`src/rtl/seq_shift_add_mult.sv`:
```
// Sequential shift-add multiplier: one multiplier bit per cycle, signed/unsigned per operation,
// stops early once the remaining multiplier bits are zero. start/busy/done handshake.
module seq_shift_add_mult #(
    parameter int WIDTH = 8
) (
    input  logic                 clk,
    input  logic                 rst_n,
    input  logic                 start,
    input  logic                 signed_mode,
    input  logic [WIDTH-1:0]     a,
    input  logic [WIDTH-1:0]     b,
    output logic                 busy,
    output logic                 done,
    output logic [2*WIDTH-1:0]   product
);
    localparam int PW = 2 * WIDTH;
    localparam int CW = $clog2(WIDTH + 1);

    typedef enum logic [1:0] {IDLE, LOAD, CALC, FIN} state_t;

    state_t            state;
    logic [WIDTH-1:0]  a_r;
    logic [WIDTH-1:0]  b_r;
    logic              sm_r;
    logic [PW-1:0]     acc;
    logic [PW-1:0]     mcand;
    logic [WIDTH-1:0]  mplier;
    logic [CW-1:0]     cnt;
    logic              neg;

    // The most negative operand maps to 2^(WIDTH-1), which still fits as an unsigned magnitude.
    function automatic logic [WIDTH-1:0] magnitude(input logic [WIDTH-1:0] v, input logic sm);
        return (sm && v[WIDTH-1]) ? (~v + WIDTH'(1)) : v;
    endfunction

    function automatic logic [PW-1:0] apply_sign(input logic [PW-1:0] v, input logic n);
        return n ? (~v + PW'(1)) : v;
    endfunction

    always_ff @(posedge clk or negedge rst_n) begin
        if (!rst_n) begin
            state   <= IDLE;
            a_r     <= '0;
            b_r     <= '0;
            sm_r    <= 1'b0;
            acc     <= '0;
            mcand   <= '0;
            mplier  <= '0;
            cnt     <= '0;
            neg     <= 1'b0;
            product <= '0;
        end else begin
            case (state)
                IDLE: begin
                    if (start) begin
                        a_r   <= a;
                        b_r   <= b;
                        sm_r  <= signed_mode;
                        state <= LOAD;
                    end
                end
                LOAD: begin
                    acc    <= '0;
                    mcand  <= {{WIDTH{1'b0}}, magnitude(a_r, sm_r)};
                    mplier <= magnitude(b_r, sm_r);
                    cnt    <= CW'(WIDTH);
                    neg    <= sm_r & (a_r[WIDTH-1] ^ b_r[WIDTH-1]);
                    state  <= CALC;
                end
                CALC: begin
                    // Early exit: no remaining multiplier bits can add anything.
                    if (mplier == '0 || cnt == '0) begin
                        product <= apply_sign(acc, neg);
                        state   <= FIN;
                    end else begin
                        if (mplier[0]) acc <= acc + mcand;
                        mcand  <= mcand << 1;
                        mplier <= mplier >> 1;
                        cnt    <= cnt - CW'(1);
                    end
                end
                FIN:     state <= IDLE;
                default: state <= IDLE;
            endcase
        end
    end

    assign busy = (state != IDLE);
    assign done = (state == FIN);

endmodule
```
`config.mk`:
```
export PLATFORM = sky130hd
export DESIGN_NAME = seq_shift_add_mult
export DESIGN_NICKNAME = d
export VERILOG_FILES = /design/src/rtl/seq_shift_add_mult.sv
export SDC_FILE = /design/constraint.sdc
export NUM_CORES = 1
export LEC_CHECK = 0
export ABC_CLOCK_PERIOD_IN_PS = 2200
export BUFFER_PORTS_ARGS = -buffer_cell sky130_fd_sc_hd__buf_4
export CAP_MARGIN = 20
export CELL_PAD_IN_SITES_DETAIL_PLACEMENT = 2
export CELL_PAD_IN_SITES_GLOBAL_PLACEMENT = 2
export CORE_UTILIZATION = 34
export DETAILED_ROUTE_END_ITERATION = 16
export GPL_TIMING_DRIVEN = 0
export PLACE_DENSITY = 0.84
export SYNTH_ARGS = -nofsm -noshare
export SYNTH_HDL_FRONTEND = slang
export SYNTH_SLANG_ARGS = --single-unit
```
`constraint.sdc`:
```
create_clock -name clk -period 2.2 [get_ports clk]
set_input_delay 0.22 -clock clk [delete_from_list [all_inputs] [get_ports clk]]
set_output_delay 0.22 -clock clk [all_outputs]
set_load 0.05 [all_outputs]
```
After elaboration in Yosys (flattened, before gate mapping). Index checks and enable logic that the tools add are counted.

Register bits: 80. Input bits: 20. Output and inout bits: 18. Word-level logic and storage cells: 55.

Add/subtract/negate cells: 5. Eq/ne operators: 7. Multiplexer cells: 15. Bitwise operators: 5. Reduce and logical (&&, ||, !) cells: 13.

Operators with widths (count): 16-bit 2-to-1 mux (4); 16-bit case mux with 2 select lines (2); 8-bit 2-to-1 mux (3); 16-bit by 1-bit adder with 16-bit output (second input constant) (1); 16-bit adder (1); 8-bit by 1-bit adder with 8-bit output (second input constant) (2); 16-bit NOT (1); 8-bit NOT (2); 8-bit case mux with 2 select lines (1); 8-bit logical NOT (1); 2-bit != test (second input constant) (4); 2-bit case mux with 4 select lines (1); 4-bit case mux with 2 select lines (1); 2-bit AND reduction (4); 2-bit equality test (second input constant) (2); 4-bit logical NOT (1); 2-bit 2-to-1 mux (2); 4-bit 2-to-1 mux (1); 2-bit nonzero test (2); 4-bit by 1-bit subtractor with 4-bit output (second input constant) (1); 3-bit AND reduction (1); 2-bit by 1-bit equality test with 1-bit output (second input constant) (1); 1-bit logical AND (2); 2-bit logical NOT (1); 3 further kinds (3).

Logic depth before layout (Yosys ltp). Gate-level depths: netlist of run 1.

Depth after elaboration: 4. Depth in mapped cells: 9. Mapped depth without buffers: 9.

Worst setup path after synthesis of run 1. OpenSTA, ideal clock, no wires.

Path type: register -> register. Start point: register acc[0]. End point: register acc[14]. Setup time: 0.131 ns. Data arrival time: 1.974 ns. Required time: 2.069 ns. Path slack: 0.094 ns. Stages on the path, launching flop included: 10. Path buffers: 0. Clock period less this slack: 2.106 ns. Path through: dfrtp_1 -> ha_1 -> inv_1 -> fa_1 -> nor2b_1 -> o21a_1 -> o21a_1 -> o21ai_0 -> and3_1 -> or3_1.

Longest elaborated chain between the ends: 4.

Ends and longest elaborated chain: start: declaration (line 25) `logic [PW-1:0] acc;`; start signal: assignment (line 76) `if (mplier[0]) acc <= acc + mcand;`; 16-bit adder (line 76); 16-bit 2-to-1 mux (line 76); 16-bit 2-to-1 mux (line 72) `if (mplier == '0 || cnt == '0) begin`; 16-bit case mux with 2 select lines (line 53) `case (state)`.

Every way passes these cells. The select of a mux whose other input is x is not followed. A chain may end at the register's enable or synchronous reset.

Worst setup path in the final report of run 1.
Start point: register mcand[0]. End point: register acc[14].

Longest elaborated chain between the ends: 4.

Ends and longest elaborated chain: start: declaration (line 26) `logic [PW-1:0] mcand;`; start signal: assignment (line 64) `mcand <= {{WIDTH{1'b0}}, magnitude(a_r, sm_r)};`; start signal: assignment (line 77) `mcand <= mcand << 1;`; 16-bit adder (line 76); 16-bit 2-to-1 mux (line 76); 16-bit 2-to-1 mux (line 72); 16-bit case mux with 2 select lines (line 53).

Every way passes these cells. The select of a mux whose other input is x is not followed.

==> results of run 1 <==
[sequential cells by signal (all words and copies together), names as in the netlist, 2 cells and up]
name     count
product     16
cnt          4
mplier       8
a_r          8
b_r          8
state        2
mcand       16
acc         16
[power by group through the flow]
| stage | sequential, mW | clock, mW | combinational (mW) |
|---|---|---|---|
| after floorplan | 2.81 | 0 | 2.92 |
| after global placement | 2.66 | 0 | 4.12 |
| after detailed placement | 2.72 | 0 | 4.39 |
| after CTS | 2.71 | 1.62 | 4.77 |
| after global routing | 2.83 | 1.66 | 5.56 |
| final | 2.73 | 1.59 | 5.07 |
[area by class of cell]
class | count | area share, %
buffer | 17 | 1.76
clock buffer | 11 | 3.90
clock inverter | 3 | 1.15
inverter | 18 | 1.19
multi-input combinational | 387 | 46.2
sequential | 80 | 33.6
tap | 176 | 3.69
timing repair buffer | 64 | 8.49
[cell usage in the layout (no fill, tap or decap), types with 4 or more instances in the layout]
| cell | count |
|---|---|
| xnor2_1 | 15 |
| mux2_2 | 17 |
| a21o_1 | 6 |
| nor2_1 | 19 |
| o21ai_0 | 44 |
| buf_4 | 64 |
| xor2_1 | 15 |
| a21oi_2 | 4 |
| clkbuf_1 | 6 |
| nand2_2 | 4 |
| ha_2 | 5 |
| nor4_1 | 5 |
| inv_2 | 4 |
| and3_1 | 5 |
| clkbuf_16 | 9 |
| ha_4 | 7 |
| a31oi_1 | 4 |
| ha_1 | 13 |
| nor3_1 | 9 |
| or3_1 | 5 |
| dfrtp_2 | 4 |
| nand3_1 | 23 |
| clkbuf_2 | 6 |
| a21oi_1 | 23 |
| nand2_1 | 82 |
| o211ai_1 | 4 |
| inv_1 | 13 |
| a221o_1 | 4 |
| o21a_1 | 5 |
| o31ai_1 | 10 |
| dfrtp_1 | 76 |
[how the worst min path moves through the flow]
stage / slack [ns] / depth (start not counted) / startpoint / end
floorplan: -0.08 / 0 / rst_n / a_r[0]
global placement: 0.45 / 2 / a[5] / a_r[5]
detailed placement: 0.46 / 2 / a[6] / a_r[6]
CTS: 0.09 / 2 / a[6] / a_r[6]
global route: 0.09 / 2 / b[4] / b_r[4]
finish: 0.1 / 2 / b[2] / b_r[2]
[logic make-up (layout without fill, tap and decap cells)]
group / Yosys count / count (layout) / synth area share (%)
XOR/XNOR: 30 / 30 / 5.63
AND/OR/NAND/NOR: 179 / 179 / 18.0
multiplexers: 19 / 19 / 4.53
flip-flops: 80 / 80 / 42.9
buffers and inverters: 37 / 113 / 3.43
adder cells (fa/ha/maj): 26 / 26 / 7.13
AO/OA/AOI/OAI: 133 / 133 / 18.4
[routing by layer]
metal / share of wire [%] / up-vias / routed length [um]
li1: - / 1956 / -
met1: 40 / 2088 / 5930
met2: 55 / 77 / 8150
met3: 2.9 / 19 / 426
met4: 1.6 / 0 / 230
met5: 0 / - / 0
[critical path: cells and delay by family, from the launching register on]
family                   cells  cell delay, ns
flip-flops                   1            0.39
buffers and inverters        1            0.04
adder cells (fa/ha/maj)      2            0.50
AND/OR/NAND/NOR              3            0.67
AO/OA/AOI/OAI                3            0.49
[cell usage after synthesis, types with 2 or more instances]
cell type and instances:
mux2_2 17, a21oi_1 27, a221o_1 4, o311a_1 3
clkbuf_1 11, buf_6 2, inv_1 18, and3_1 6
xnor2_1 15, nor3_1 10, or3_1 5, o31ai_1 11
nand3_1 23, mux2i_1 2, ha_1 25, a21o_1 6
nor2b_1 4, o41ai_1 2, o21ai_1 3, dfrtp_1 80
xor2_1 15, and3b_1 2, a21boi_0 2, o21a_1 5
a31oi_1 5, nor2_1 20, buf_2 4, o211ai_1 4
nor4_1 6, a211oi_1 5, or4_4 2, nand4_1 3
nand2_1 86, o21ai_0 47, nand2b_1 3
[metrics by stage]
step / instance area (sq um) / total power, mW / util [%] / TNS [ns]
finish: 5970 / 9.38 / 44.9 / -0.0205
global route: 5970 / 10.0 / 44.9 / -0.488
CTS: 5710 / 9.10 / 43.0 / -0.0259
detailed placement: 5170 / 7.11 / 38.9 / -13.35
global placement: 5170 / 6.79 / 38.9 / -10.23
floorplan: 4670 / 5.73 / - / 0
[timing repair]
| item | in CTS | in global routing |
|---|---|---|
| hold endpoints to repair | 0 | 9 |
| gates resized for setup | 40 | 39 |
| hold buffers | 0 | 1 |
| endpoints found under the setup margin | 54 | 47 |
| pin swaps | 11 | 17 |
| buffers inserted | 14 | 11 |
==> results by group, run 1 <==
Setup path
  – Crit start category: flip-flop
  – Reg2reg start: mcand[0]
  – Worst setup startpoint: mcand[0]
  – Reg-to-reg slack, setup: -0.02 ns
  – R2R cell count: 9
  – Peak fanout along the critical path: 3
  – Critical path cell sequence: ha_4, inv_2, fa_2, nor2b_2, o21a_1, o21a_1, o21ai_2, and3_1, or3_1
  – Critical Path RT: 2.42 ns
  – CP peak stage delay: 0.39 ns
  – Slowest-stage cell, CP: dfrtp_1
  – Worst EP arrival: 2.44 ns
  – WS Path Type: reg2reg
  – CP endpoint: acc[14]
  – Reg2reg end: acc[14]
  – Most used cell, CP: o21a_1
  – Critical path capture point type: flip-flop

GRT
  – Gr busiest metal: met2
  – Met3 GRT Util: 4.02%
  – Grt ovf: 0
  – Initial antenna violation count: 0
  – Number of global-route vias before repair: 4587
  – First-pass GRT wire length: 23700 um
  – Met2 GRT Util: 41.5%
  – Gr usage total: 21.5%
  – Maximum number of pins on one net before global-route repair: 81
  – GRT met1 Usage: 23.6%

Logic synthesis
  – Async set or reset register ratio after synthesis: 100%
  – Post-synth EDFFs: 0
  – Top FF cell, synth: dfrtp_1
  – Post-synth cell types: 56
  – Dominant cell type by area after synthesis: dfrtp_1
  – Post-Syn Area per Cell: 9.26 sq um
  – Post-Synthesis Cell Area: 0.00467 sq mm
  – Share of the synthesized area in the top cell type: 42.9%
  – Synth area leaders: dfrtp_1 43%, nand2_1 6.9%, ha_1 6.7%, o21ai_0 5.0%, mux2_2 4.1%
  – Synthesized net count: 550
  – Yosys Warn Count: 0
  – Sequential share of the synthesized area: 42.9%
  – Syn Inst Count: 504
  – Number of synthesized register bits: 80

STA
  – Final worst path period need: 2.22 ns
  – Worst slew pin tran: 0.524 ns
  – Hold violation count in the final report: 0
  – Slew Viols, Final: 0
  – RSZ-0062 raised after global routing: true
  – Worst Slack Setup Final: -0.0205 ns
  – Highest Clock Rate: 450 MHz
  – Final setup violation count: 1
  – Worst Hold Margin: 0.0982 ns
  – Fin crit share: 101%
  – Clock Skew: 0.0128 ns
  – Relative slew slack: 65.0%

Detailed routing
  – Via Count: 4140
  – WL final: 14700 um
  – Avg Vias per Cell: 5.48
  – Post-route DRC: 0
  – Routed len/inst: 19.5 um
  – Drt first pass iters: 4
  – Iteration-0 DRC Markers: 96
  – Final ANT Viol Nets: 0

Pwr
  – Flop pwr share: 29.1%
  – Clk network pwr share: 16.9%
  – Comb power frac: 54.0%
  – Peak supply drop: 0.563 mV
  – Pwr dens: 1570 mW/mm^2
  – Net Sw Frac: 45.2%
  – Switching power: 4.24 mW
  – Static leakage: 2.65 nW
  – Cell Int Power: 5.15 mW

Clock tree
  – CTS H-Tree Depth: 3
  – CTS Buf Count: 9
  – Clock transition at the registers of the reported paths: 0.06 ns
  – # clock sinks: 80
  – CTS tree: done
  – Clock Latency Late Sink: 0.35 ns
  – Clock Tree Buf Depth: 2
  – CTS root buffer: clkbuf_16

Placed design
  – Gpl congestion: 0.841
  – Dpl ws: -0.538 ns
  – Hpwl dp: 10200 um
  – Placed cells: 717
  – PortBufs: 37

Floorplanning
  – Rows: 42
  – Starting density of the core: 35.1%
  – Core area: 0.0133 sq mm
  – Ports: 38
  – Horiz. Die Dim: 119 um
  – DIE HEIGHT: 119 um
  – Die ar.: 0.0142 sq mm

Job
  – Max Cap Viol: 0

Final layout
  – Layout cell share with drive strength beyond 1: 27.8%
  – Final Net Count: 623
  – Multi-input gate area: 0.00276 sq mm
  – Storage element area: 0.00201 sq mm
  – Ant diodes: 0
  – Fin cells: 756
  – Fillers: 1414
  – Synth-to-Final Area Change: 27.8%

Run status
  – Failing checks: negative setup slack
  – Run status: complete, but fails checks

Hold path
  – Worst hold path type: in2reg
No activity file was read; power rests on OpenSTA's default activity.
==> run 2, diff against run 1 <==
- ABC_CLOCK_PERIOD_IN_PS: 2200 -> 2700
- CORE_UTILIZATION: 34 -> 41
- PLACE_DENSITY: 0.84 -> 0.93
- clock period: 2.2 -> 2.7 ns (I/O delays scaled with it)
==> results by group, run 2 (synthesis results as in run 1) <==
Clock tree
  – CTS root buffer: clkbuf_16
  – CTS H-Tree Depth: 3
  – CTS tree: done
  – # clock sinks: 80
  – Clock transition at the registers of the reported paths: 0.06 ns
  – Clock Tree Buf Depth: 2
  – Clock Latency Late Sink: 0.35 ns
  – Post-CTS setup buffer count: 0
  – CTS Buf Count: 9

Floorplanning
  – Ports: 38
  – Rows: 38
  – Horiz. Die Dim: 109 um
  – Die ar.: 0.0118 sq mm
  – Starting density of the core: 42.5%
  – DIE HEIGHT: 109 um
  – Core area: 0.0110 sq mm

Placed design
  – Hpwl dp: 10600 um
  – Placed cells: 681
  – Gpl congestion: 0.843
  – PortBufs: 37

STA
  – Slew Viols, Final: 0
  – Clock Skew: 0.0102 ns
  – Relative slew slack: 58.2%
  – Final setup violation count: 0
  – Highest Clock Rate: 382 MHz
  – RSZ-0062 raised after global routing: false
  – Hold violation count in the final report: 0
  – Final worst path period need: 2.61 ns
  – Fin crit share: 96.8%
  – Worst slew pin tran: 0.620 ns
  – Total negative slack: 0 ns

Setup path
  – Critical Path RT: 2.98 ns
  – WS Path Type: reg2reg
  – Peak fanout along the critical path: 4
  – Critical path capture point type: flip-flop
  – Worst EP arrival: 2.90 ns
  – Crit start category: flip-flop

GRT
  – Gr usage total: 28.0%
  – Initial antenna violation count: 0
  – First-pass GRT wire length: 24900 um
  – Number of global-route vias before repair: 4761
  – Grt ovf: 0
  – Maximum number of pins on one net before global-route repair: 81

Hold path
  – Worst hold path type: in2reg

Detailed routing
  – Drt first pass iters: 4
  – Final ANT Viol Nets: 0
  – Avg Vias per Cell: 5.86
  – Routed len/inst: 21.6 um
  – Via Count: 4095
  – Iteration-0 DRC Markers: 126
  – WL final: 15100 um
  – Post-route DRC: 0

Pwr
  – Static leakage: 2.52 nW
  – Peak supply drop: 0.564 mV
  – Pwr dens: 1310 mW/mm^2

Final layout
  – Ant diodes: 0
  – Most frequent cells in the layout: 86 x nand2_1, 80 x dfrtp_1, 47 x o21ai_0, 37 x buf_4, 27 x a21oi_1
  – Fillers: 1159
  – Layout cell share with drive strength beyond 1: 15.7%
  – Most common cell after layout, fill and taps aside: nand2_1
  – Post-layout util: 49.7%
  – Synth-to-Final Area Change: 17.0%
  – Biggest regs: acc x16, mcand x16, product x16
  – Fin cells: 699
  – Final Net Count: 600

Run status
  – Run status: finished, final reports clean

Job
  – Max Cap Viol: 0
-- run 2: stage by stage --
step	hold WS, ns	setup slack, ns	power [mW]	instance area, sq um
after floorplan	-0.0256	0.594	4.67	4670
after global placement	0.463	0.0215	5.51	5120
after detailed placement	0.486	-0.0482	5.85	5120
after CTS	0.150	0.0310	7.18	5410
after global routing	0.145	0.0348	7.67	5460
final	0.152	0.0852	7.18	5460
-- run 2: area by class of cell --
class                   count  area [sq um]  area share (%)
multi-input cells         387          2520            46.1
flip-flops and latches     80          2000            36.7
repair buffers             39           315            5.77
clock buffers              14           274            5.02
well taps                 140           175            3.21
plain buffers              19          95.1            1.74
inverters                  18          67.6            1.24
clock inverters             2          12.5           0.229
-- run 2: timing repair --
action	CTS	global route
pin swaps	0	0
endpoints found under the setup margin	10	19
hold buffers	0	1
gates resized for setup	1	6
cloned	0	0
hold endpoints to repair	0	10
-- run 2: per-layer routing --
| layer | routed length (um) | up-vias | global-route usage (%) |
|---|---|---|---|
| met4 | 287 | 0 | 9.56 |
| met3 | 397 | 22 | 4.84 |
| met2 | 8130 | 89 | 52.2 |
| li1 | - | 1907 | - |
| met1 | 6250 | 2077 | 32.0 |
| met5 | 0 | - | 0 |
-- run 2: critical path, cell delays in order, from the launching register on --
cell and delay, ns:
dfrtp_1 0.42, ha_1 0.23, inv_1 0.07, fa_1 0.38, nor2b_1 0.20, o21a_1 0.18, o21a_1 0.18, o21ai_0 0.18
a2111oi_1 0.52, or3_1 0.18
-- run 2: report_power, final --
group / switching, mW / total (mW) / internal [mW]
registers: 0.558 / 2.23 / 1.67
clock network: 0.513 / 1.21 / 0.699
logic: 2.36 / 3.74 / 1.38
-- run 2: final timing paths --
path / slack, ns / start / end / cells after the start
hold / removal: 0.15 / a[2] / a_r[2] / 2
setup / recovery: 0.09 / acc[0] / acc[14] / 9
min in group asynchronous: 0.30 / rst_n / acc[4] / 2
max in group asynchronous: 1.78 / rst_n / a_r[0] / 3
setup reg to reg: 0.09 / acc[0] / acc[14] / 9
hold reg to reg: 0.49 / product[9] / product[9] / 2
==> run 3, diff against run 2 <==
- ABC_AREA: unset -> 1
- CORE_UTILIZATION: 41 -> 38
- PLACE_DENSITY: 0.93 -> 0.94
==> results by group, run 3 <==
Run status
  – Run status: finished, final reports clean

Logic synthesis
  – Number of synthesized register bits: 80
  – Synth area leaders: dfrtp_1 41%, nand2_1 15%, inv_1 7.7%, ha_1 6.4%, nand3_1 5.7%
  – Post-Synthesis Cell Area: 0.00489 sq mm
  – Count leader, synth: nand2_1
  – Sequential share of the synthesized area: 40.9%
  – Async set or reset register ratio after synthesis: 100%
  – Syn Inst Count: 671
  – Share of the synthesized area in the top cell type: 40.9%
  – Post-synth cell types: 35
  – Synthesized net count: 717
  – Yosys Warn Count: 0
  – Dominant cell type by area after synthesis: dfrtp_1
  – Post-Syn Area per Cell: 7.29 sq um
  – Synth top cells by count: 191 x nand2_1, 100 x inv_1, 80 x dfrtp_1
  – Top FF cell, synth: dfrtp_1
  – Post-synth EDFFs: 0

STA
  – Slew Viols, Final: 0
  – Highest Clock Rate: 426 MHz
  – Worst Slack Setup Final: 0.354 ns
  – Final worst path period need: 2.35 ns
  – RSZ-0062 raised after global routing: false
  – Hold violation count in the final report: 0
  – Worst slew pin tran: 0.595 ns
  – Final setup violation count: 0
  – Clock Skew: 0.0106 ns
  – Total negative slack: 0 ns
  – Relative slew slack: 60.3%
  – Fin crit share: 86.9%

Setup path
  – Reg2reg start: state[0]
  – Critical Path RT: 3.00 ns
  – Reg-to-reg slack, setup: 0.35 ns
  – Worst EP arrival: 2.64 ns
  – Reg2reg end: acc[13]
  – Peak fanout along the critical path: 8
  – Crit start category: flip-flop
  – Worst setup startpoint: state[0]
  – WS Path Type: reg2reg
  – R2R cell count: 9
  – Critical path capture point type: flip-flop

Detailed routing
  – Avg Vias per Cell: 5.37
  – Final ANT Viol Nets: 0
  – Post-route DRC: 0
  – Via Count: 4821
  – Routed len/inst: 20.0 um
  – WL final: 17900 um
  – Drt first pass iters: 4
  – Iteration-0 DRC Markers: 172

Hold path
  – Worst hold path type: in2reg
  – WHS Path Cells: 3
  – Worst Min Path Start: b[2]
  – Worst Hold End: b_r[2]

Clock tree
  – Clock Tree Buf Depth: 2
  – CTS H-Tree Depth: 3
  – Post-CTS setup buffer count: 0
  – # clock sinks: 80
  – Clock transition at the registers of the reported paths: 0.07 ns
  – CTS tree: done
  – CTS root buffer: clkbuf_16
  – CTS Buf Count: 9
  – Clock Latency Late Sink: 0.36 ns

GRT
  – Maximum number of pins on one net before global-route repair: 81
  – Initial antenna violation count: 0
  – First-pass GRT wire length: 28700 um
  – Number of global-route vias before repair: 5573
  – Grt ovf: 0
  – Gr usage total: 28.9%

Placed design
  – Dpl ws: 0.375 ns
  – Hpwl dp: 13400 um
  – Gpl congestion: 0.862
  – PortBufs: 37

Final layout
  – Layout cell share with drive strength beyond 1: 10.1%
  – Final Net Count: 767
  – Fillers: 1453
  – Most frequent cells in the layout: 191 x nand2_1, 100 x inv_1, 80 x dfrtp_1, 57 x nor2_1, 56 x nand3_1
  – Biggest regs: acc x16, mcand x16, product x16
  – Synth-to-Final Area Change: 16.6%
  – Most common cell after layout, fill and taps aside: nand2_1
  – Ant diodes: 0

Floorplanning
  – Starting density of the core: 38.9%
  – Ports: 38
  – Horiz. Die Dim: 115 um
  – Die ar.: 0.0133 sq mm
  – DIE HEIGHT: 115 um
  – Core area: 0.0126 sq mm
  – Rows: 41

Pwr
  – Peak supply drop: 0.508 mV
  – Pwr dens: 1320 mW/mm^2
  – Static leakage: 2.99 nW

Job
  – Max Cap Viol: 0
[run 3: cell types whose count changed after synthesis, moves of 8 or more]
cell,change
nand2_1,+105
inv_1,+82
nor2_1,+37
nand3_1,+33
mux2_2,-17
o21ai_0,-13
o22ai_1,+11
o31ai_1,-11
xnor2_1,-10
o21ai_1,+8
[run 3: logic make-up after synthesis]
logic type	count (synthesis)	synth area share (%)
AND/OR/NAND/NOR	325	28.0
buffers and inverters	118	9.34
AO/OA/AOI/OAI	106	12.1
flip-flops	80	40.9
adder cells (fa/ha/maj)	26	6.80
XOR/XNOR	16	2.86
[run 3: how the worst max path moves through the flow]
stage	to	slack, ns	cells past startpoint
CTS	acc[13]	0.36	9
floorplan	acc[12]	1.06	12
detailed placement	acc[13]	0.38	9
global placement	acc[13]	0.52	9
finish	acc[13]	0.35	9
global route	acc[0]	0.23	9
[run 3: per-layer routing]
| metal | track usage [%] | vias up | share of wire, % |
|---|---|---|---|
| met2 | 52.9 | 97 | 52 |
| li1 | - | 2251 | - |
| met3 | 3.92 | 50 | 2.7 |
| met1 | 32.1 | 2423 | 41 |
| met4 | 17.1 | 0 | 4.2 |
| met5 | 0 | - | 0 |
[run 3: layout make-up]
class	instances	area (sq um)	area share [%]
Multi-Input combinational cell	473	2430	42.7
Clock inverter	7	56.3	0.987
Timing Repair Buffer	39	315	5.53
Tap cell	172	215	3.77
Inverter	101	379	6.65
Sequential cell	80	2000	35.1
Clock buffer	9	225	3.95
Buffer	17	77.6	1.36
[run 3: metrics by stage]
| step | cells | utilization [%] | hold WS, ns | instance area (sq um) | total power, mW |
|---|---|---|---|---|---|
| finish | 898 | 45.4 | 0.161 | 5700 | 7.54 |
| CTS | 896 | 45.1 | 0.136 | 5670 | 7.57 |
| global route | 898 | 45.4 | 0.175 | 5700 | 8.07 |
| global placement | 880 | 42.8 | 0.463 | 5390 | 5.79 |
| floorplan | 671 | - | -0.0256 | 4890 | 4.81 |
| detailed placement | 880 | 42.8 | 0.471 | 5390 | 6.24 |
[run 3: power breakdown]
group	leakage, nW	internal, mW	switching [mW]
Combinational	1.86	1.27	2.99
Sequential	1.01	1.69	0.407
Clock	0.125	0.631	0.562
[run 3: what timing repair did]
item | in CTS | in global routing
hold buffers | 0 | 1
hold endpoints to repair | 0 | 28
resized for setup | 0 | 0
[run 3: worst max-delay path, cell delays in order, from the launching register on]
cell and delay (ns):
dfrtp_1 0.41, inv_1 0.11, ha_1 0.28, inv_1 0.25
nand2_1 0.27, nand2_4 0.20, nand2_4 0.12, nor2_1 0.40
nand3_1 0.14, nand2_1 0.09
